File: src/rtl/pool_row_packer.sv
// pool_row_packer
//   Takes the 1-bit stream from the binary 2x2 max-pooling stage, one bit per
//   input pixel strobe. Keeps only the stride-2 window results (odd row, odd
//   column) and packs each pooled row into a W/2-bit word. Words are handed
//   downstream through a 2-entry valid/ready FIFO.
//
// Ports
//   iCLK        clock, all logic on the rising edge
//   iRST        synchronous active-high reset
//   iCLR        synchronous frame restart (same clearing as iRST)
//   iEN         pixel strobe from the pooling stage
//   iDATA       pooled bit, valid while iEN=1
//   iREADY      downstream ready
//   oVALID      head word of the FIFO is available
//   oDATA       packed pooled row; the first kept column is in the MSB
//   oROW        pooled row index of oDATA (0..H/2-1)
//   oOVF        sticky: a row word was dropped because the FIFO was full
//   oBUSY       frame in progress
//   oFRAME_DONE one-cycle pulse after the last pixel of the frame
module pool_row_packer #(
  parameter int W    = 30,
  parameter int H    = 30,
  parameter int SKIP = 1,
  parameter int CW   = 5,
  parameter int RW   = 5
) (
  input  logic          iCLK,
  input  logic          iRST,
  input  logic          iCLR,
  input  logic          iEN,
  input  logic          iDATA,
  input  logic          iREADY,
  output logic          oVALID,
  output logic [W/2-1:0] oDATA,
  output logic [RW-2:0] oROW,
  output logic          oOVF,
  output logic          oBUSY,
  output logic          oFRAME_DONE
);

  localparam int PW  = W / 2;
  localparam int SKW = (SKIP > 0) ? $clog2(SKIP + 1) : 1;

  logic           clr;

  logic [SKW-1:0] skip_p0;
  logic [CW-1:0]  col_p0;
  logic [RW-1:0]  row_p0;
  logic           done_p0;
  logic           fdone_p1;
  logic [PW-1:0]  pack_p0;

  logic           skipping;
  logic           act;
  logic           colLast;
  logic           rowLast;
  logic           keep;
  logic           push;
  logic [PW-1:0]  word_p0;
  logic [RW-2:0]  rowIdx_p0;

  logic [PW-1:0]  memData_p1 [0:1];
  logic [RW-2:0]  memRow_p1  [0:1];
  logic           wrPtr_p1;
  logic           rdPtr_p1;
  logic [1:0]     cnt_p1;
  logic           vld_p1;
  logic           ovf_p1;
  logic           full;
  logic           pop;
  logic           wr;
  logic           drop;

  assign clr      = iRST | iCLR;
  assign skipping = iEN & ~clr & ~done_p0 & (skip_p0 != '0);
  assign act      = iEN & ~clr & ~done_p0 & (skip_p0 == '0);
  assign colLast  = (col_p0 == CW'(W - 1));
  assign rowLast  = (row_p0 == RW'(H - 1));
  assign keep     = act & row_p0[0] & col_p0[0];
  assign push     = act & row_p0[0] & colLast;
  // The pushed word already contains the current (last) kept bit.
  assign word_p0   = {pack_p0[PW-2:0], iDATA};
  assign rowIdx_p0 = row_p0[RW-1:1];

  // ---- stage p0: skip / pixel counters and row packer ----
  always_ff @(posedge iCLK) begin
    if (clr) begin
      skip_p0  <= SKW'(SKIP);
      col_p0   <= '0;
      row_p0   <= '0;
      done_p0  <= 1'b0;
      fdone_p1 <= 1'b0;
    end else begin
      fdone_p1 <= 1'b0;
      if (skipping) begin
        skip_p0 <= skip_p0 - SKW'(1);
      end else if (act) begin
        if (colLast) begin
          col_p0 <= '0;
          if (rowLast) begin
            done_p0  <= 1'b1;
            fdone_p1 <= 1'b1;
          end else begin
            row_p0 <= row_p0 + RW'(1);
          end
        end else begin
          col_p0 <= col_p0 + CW'(1);
        end
      end
    end
  end

  // Every odd row shifts in exactly PW bits, so the packer never needs clearing.
  always_ff @(posedge iCLK) begin
    if (keep) begin
      pack_p0 <= word_p0;
    end
  end

  // ---- stage p1: 2-entry output FIFO ----
  assign vld_p1 = (cnt_p1 != 2'd0);
  assign full   = (cnt_p1 == 2'd2);
  assign pop    = vld_p1 & iREADY & ~clr;
  // When full, a simultaneous pop frees the head slot, which is exactly the
  // slot wrPtr points to.
  assign wr     = push & (~full | pop);
  assign drop   = push & full & ~pop;

  always_ff @(posedge iCLK) begin
    if (clr) begin
      cnt_p1   <= 2'd0;
      wrPtr_p1 <= 1'b0;
      rdPtr_p1 <= 1'b0;
      ovf_p1   <= 1'b0;
    end else begin
      if (wr) begin
        wrPtr_p1 <= ~wrPtr_p1;
      end
      if (pop) begin
        rdPtr_p1 <= ~rdPtr_p1;
      end
      case ({wr, pop})
        2'b10:   cnt_p1 <= cnt_p1 + 2'd1;
        2'b01:   cnt_p1 <= cnt_p1 - 2'd1;
        default: cnt_p1 <= cnt_p1;
      endcase
      if (drop) begin
        ovf_p1 <= 1'b1;
      end
    end
  end

  always_ff @(posedge iCLK) begin
    if (wr) begin
      memData_p1[wrPtr_p1] <= word_p0;
      memRow_p1[wrPtr_p1]  <= rowIdx_p0;
    end
  end

  // Storage is not reset, so the outputs read as zero while the FIFO is empty.
  assign oVALID      = vld_p1;
  assign oDATA       = vld_p1 ? memData_p1[rdPtr_p1] : '0;
  assign oROW        = vld_p1 ? memRow_p1[rdPtr_p1] : '0;
  assign oOVF        = ovf_p1;
  assign oBUSY       = ~done_p0;
  assign oFRAME_DONE = fdone_p1;

endmodule

File: config.mk
export PLATFORM = sky130hd
export DESIGN_NAME = pool_row_packer
export DESIGN_NICKNAME = d
export VERILOG_FILES = /design/src/rtl/pool_row_packer.sv
export SDC_FILE = /design/constraint.sdc
export NUM_CORES = 1
export LEC_CHECK = 0
export BUFFER_PORTS_ARGS = -buffer_cell sky130_fd_sc_hd__buf_2
export CAP_MARGIN = 30
export CORE_MARGIN = 2
export CORE_UTILIZATION = 45
export DETAILED_ROUTE_END_ITERATION = 6
export GPL_TIMING_DRIVEN = 0
export HOLD_SLACK_MARGIN = 0.15
export SYNTH_ARGS = -nofsm -noshare
export SYNTH_HDL_FRONTEND = slang
export SYNTH_SLANG_ARGS = --single-unit
export TNS_END_PERCENT = 50
File: constraint.sdc
create_clock -name iCLK -period 4.2 [get_ports iCLK]
set_input_delay 0.84 -clock iCLK [delete_from_list [all_inputs] [get_ports iCLK]]
set_output_delay 0.84 -clock iCLK [all_outputs]
set_load 0.02 [all_outputs]
==> qor.csv <==
stage;metric;value;unit
final_layout;diode count;0;
placed_design;Placed Area;3080;µm²
run_status;status;finished clean;
cts;Root Buffer;clkbuf_8;
detailed_routing;Post-Route WL;4510;µm
cts;Max Root-Sink Buffers;2;
synth;flops & latches, synth;71;
power_and_ir_drop;static leakage;1.16;nW
detailed_routing;drt pass-1 iters;4;
sta;unrepaired setup endpoints after global routing;no;
grt;pin count of the biggest net entering global routing;16;
cts;CTS Buf Count;9;
sta;Slew @ Worst Pin;0.875;ns
grt;initial antenna violation count;0;
detailed_routing;DRT met1 WL;2230;µm
grt;Total GRT Usage;14.2;%
synth;Synth warnings;0;
grt;Overflow after GRT;0;
sta;min cycle time layout;2.81;ns
floorplan;IO Pins;29;
worst_setup_path;CP startpoint;cnt_p1[1];
final_layout;commonest non-fill, non-tap cells in the layout;edfxtp_1, buf_2, nor2_1;
synth;Synth Area per Inst;13.8;µm²
cts;post_cts resized;0;
floorplan;Die H;82.6;µm
detailed_routing;met3 wire length;142;µm
synth;synthesized netlist cell count;201;
worst_setup_path;Setup crit end kind;output port;
worst_setup_path;data required time of the worst path;3.36;ns
synth;Unique masters post-synth;41;
sta;FMAX;356;MHz
final_layout;filler instances;520;
power_and_ir_drop;Pwr Density;421;nW/µm²
sta;slack of the critical path;1.39;ns
final_layout;Layout Nets;253;
synth;Syn Nets;211;
worst_setup_path;r2r endpoint;memData_p1[1][3];
flow_run;Max-Cap Viols;0;
worst_setup_path;Arr. time, crit path;1.97;ns
floorplan;Core ar.;5960;µm²
detailed_routing;Via-to-Cell Ratio;5.04;
detailed_routing;WL met2;2020;µm
synth;Synth area leader;edfxtp_1;
final_layout;commonest non-fill, non-tap cell in the layout;edfxtp_1;
final_layout;ratio of cells with drive above 1 in the final layout;23.4;%
power_and_ir_drop;Max VDD drop;0.219;mV
cts;Post-CTS Setup Bufs;0;
synth;Main synth FF type;edfxtp_1;
final_layout;post-route insts no fill;323;
sta;clock skew;0.00638;ns
cts;clock sink count;71;
detailed_routing;uppermost layer routed;met4;
worst_setup_path;WS Path Type;reg -> out;
hold_path;worst hold path class;reg -> reg;
sta;Max transition margin;41.4;%
cts;CTS tree;built;
worst_setup_path;slowest stage cell, crit path;clkbuf_1;
synth;Synth top area share;56.1;%
detailed_routing;Iteration-0 DRC Markers;95;
worst_setup_path;Worst Path Max Fanout;10;
synth;synthesized area;2780;µm²
floorplan;die width;82.6;µm
worst_setup_path;R2R Setup Slk;1.64;ns
cts;Clock transition at path regs;0.07;ns
worst_setup_path;crit-path cells;nor2_1 > clkbuf_1 > clkbuf_1 > nor2_1 > buf_2;
detailed_routing;Avg WL per Cell;14.0;µm
synth;Post-synth EDFFs;52;
placed_design;DP Worst Slack;1.17;ns
cts;Clock Latency Late Sink;0.33;ns
worst_setup_path;Critical Path Sink;oDATA[4];
sta;number of setup violations in the final report;0;
sta;final hold slack;0.450;ns
worst_setup_path;Crit path largest cell delay;0.44;ns
final_layout;area grow syn2layout;19.3;%
detailed_routing;DRC violation count after routing;0;
sta;Slew Viols, Final;0;
placed_design;HPWL after DPL;2970;µm
final_layout;Final Cell Area;3320;µm²
synth;Async SR Flop Fraction;0;%
synth;largest cells by area after synthesis;edfxtp_1, dfxtp_1, mux2i_1, nor2_1, ha_1;
grt;first-pass GRT wire length;6930;µm
sta;crit share post-route;66.9;%
placed_design;# port buffers;28;
placed_design;Placed Cells;307;
grt;vias in the first global route;1402;
floorplan;FP Rows;28;
cts;CTS H-tree depth;3;
worst_setup_path;worst r2r src;col_p0[0];
detailed_routing;via count;1629;
detailed_routing;Routed Antenna Nets;0;
synth;post-synthesis sequential area ratio;69.8;%
sta;Fin. Hold Viols;0;
floorplan;die area;6830;µm²
worst_setup_path;worst reg2reg path depth;6;
placed_design;GPL Wtd Cong;0.785;
cts;Post-CTS Hold Buffers;0;
floorplan;initial cell density of the core;46.7;%
worst_setup_path;Startpoint Class;flop;
## final cells by class
class,instances,area [µm²],share of cell area (%)
Sequential cell,71,1940,58.5
Timing Repair Buffer,31,190,5.73
Inverter,6,22.5,0.678
Tap cell,75,93.8,2.83
Multi-Input combinational cell,116,790,23.8
Buffer,8,43.8,1.32
Clock inverter,5,106,3.20
Clock buffer,11,131,3.96
## worst min-delay path by stage
stage,slack (ns),endpoint,cells past startpoint,from
2_1_floorplan,0.42,memData_p1[0][14],0,pack_p0[13]
3_3_place_gp,0.43,memData_p1[0][14],0,pack_p0[13]
3_5_place_dp,0.43,memData_p1[1][14],0,pack_p0[13]
4_1_cts,0.45,memData_p1[0][14],0,pack_p0[13]
5_1_grt,0.46,memData_p1[0][14],0,pack_p0[13]
6_report,0.45,memData_p1[0][14],0,pack_p0[13]
## per-stage QoR
step / TNS (ns) / total power (W) / utilization, %
finish: 0 / 0.00140 / 55.7
CTS: 0 / 0.00141 / 55.7
global placement: -5.73 / 0.000773 / 50.6
floorplan: 0 / 0.000766 / -
global route: 0 / 0.00144 / 55.7
detailed placement: 0 / 0.000773 / 51.7
## flip-flops by register name (all words and copies together), names as in the netlist, named ones only
name         cells
memData_p1      30
pack_p0         14
memRow_p1        8
col_p0           5
row_p0           5
cnt_p1           2
done_p0          1
oFRAME_DONE      1
oOVF             1
rdPtr_p1         1
skip_p0          1
wrPtr_p1         1
## cells in the mapped netlist (all sizes together), types with 2 or more instances
library cell / number
nor3: 4
edfxtp: 52
nand2: 5
dfxtp: 19
or3: 3
nand3: 6
nor2: 30
nand2b: 2
nor2b: 2
ha: 4
and4: 3
inv: 6
clkbuf: 3
o21ai: 6
buf: 5
mux2i: 19
a21oi: 9
nand4: 4
nor3b: 4
## kinds of logic (layout without fill, tap and decap cells)
group                    after synthesis  in the layout  share of synthesized area, %
adder cells (fa/ha/maj)                4              4                          1.80
XOR/XNOR                               2              2                         0.630
AND/OR/NAND/NOR                       68             68                          13.5
AO/OA/AOI/OAI                         23             23                          5.04
flip-flops                            71             71                          69.8
multiplexers                          19             19                          6.84
buffers and inverters                 14             61                          2.38
## report_power, final
| part | switching [W] | leakage [nW] | total, W | internal [W] |
|---|---|---|---|---|
| Clock | 0.000245 | 0.114 | 0.000641 | 0.000396 |
| Sequential | 0.000000528 | 0.641 | 0.000743 | 0.000742 |
| Combinational | 0.00000972 | 0.408 | 0.0000144 | 0.00000468 |
| Total | 0.000255 | 1.16 | 0.00140 | 0.00114 |
## critical path, delay by kind of cell (launching register included)
kind	cells	cell delay, ns
flip-flops	1	0.35
buffers and inverters	3	0.97
AND/OR/NAND/NOR	2	0.31
## metal layers
layer / vias to the layer above / global-route usage (%)
met4: 0 / 8.36
met3: 11 / 3.26
met1: 765 / 19.7
met2: 25 / 20.3
met5: - / 0
li1: 828 / -
Note: power is estimated with default switching activity, not from simulation.
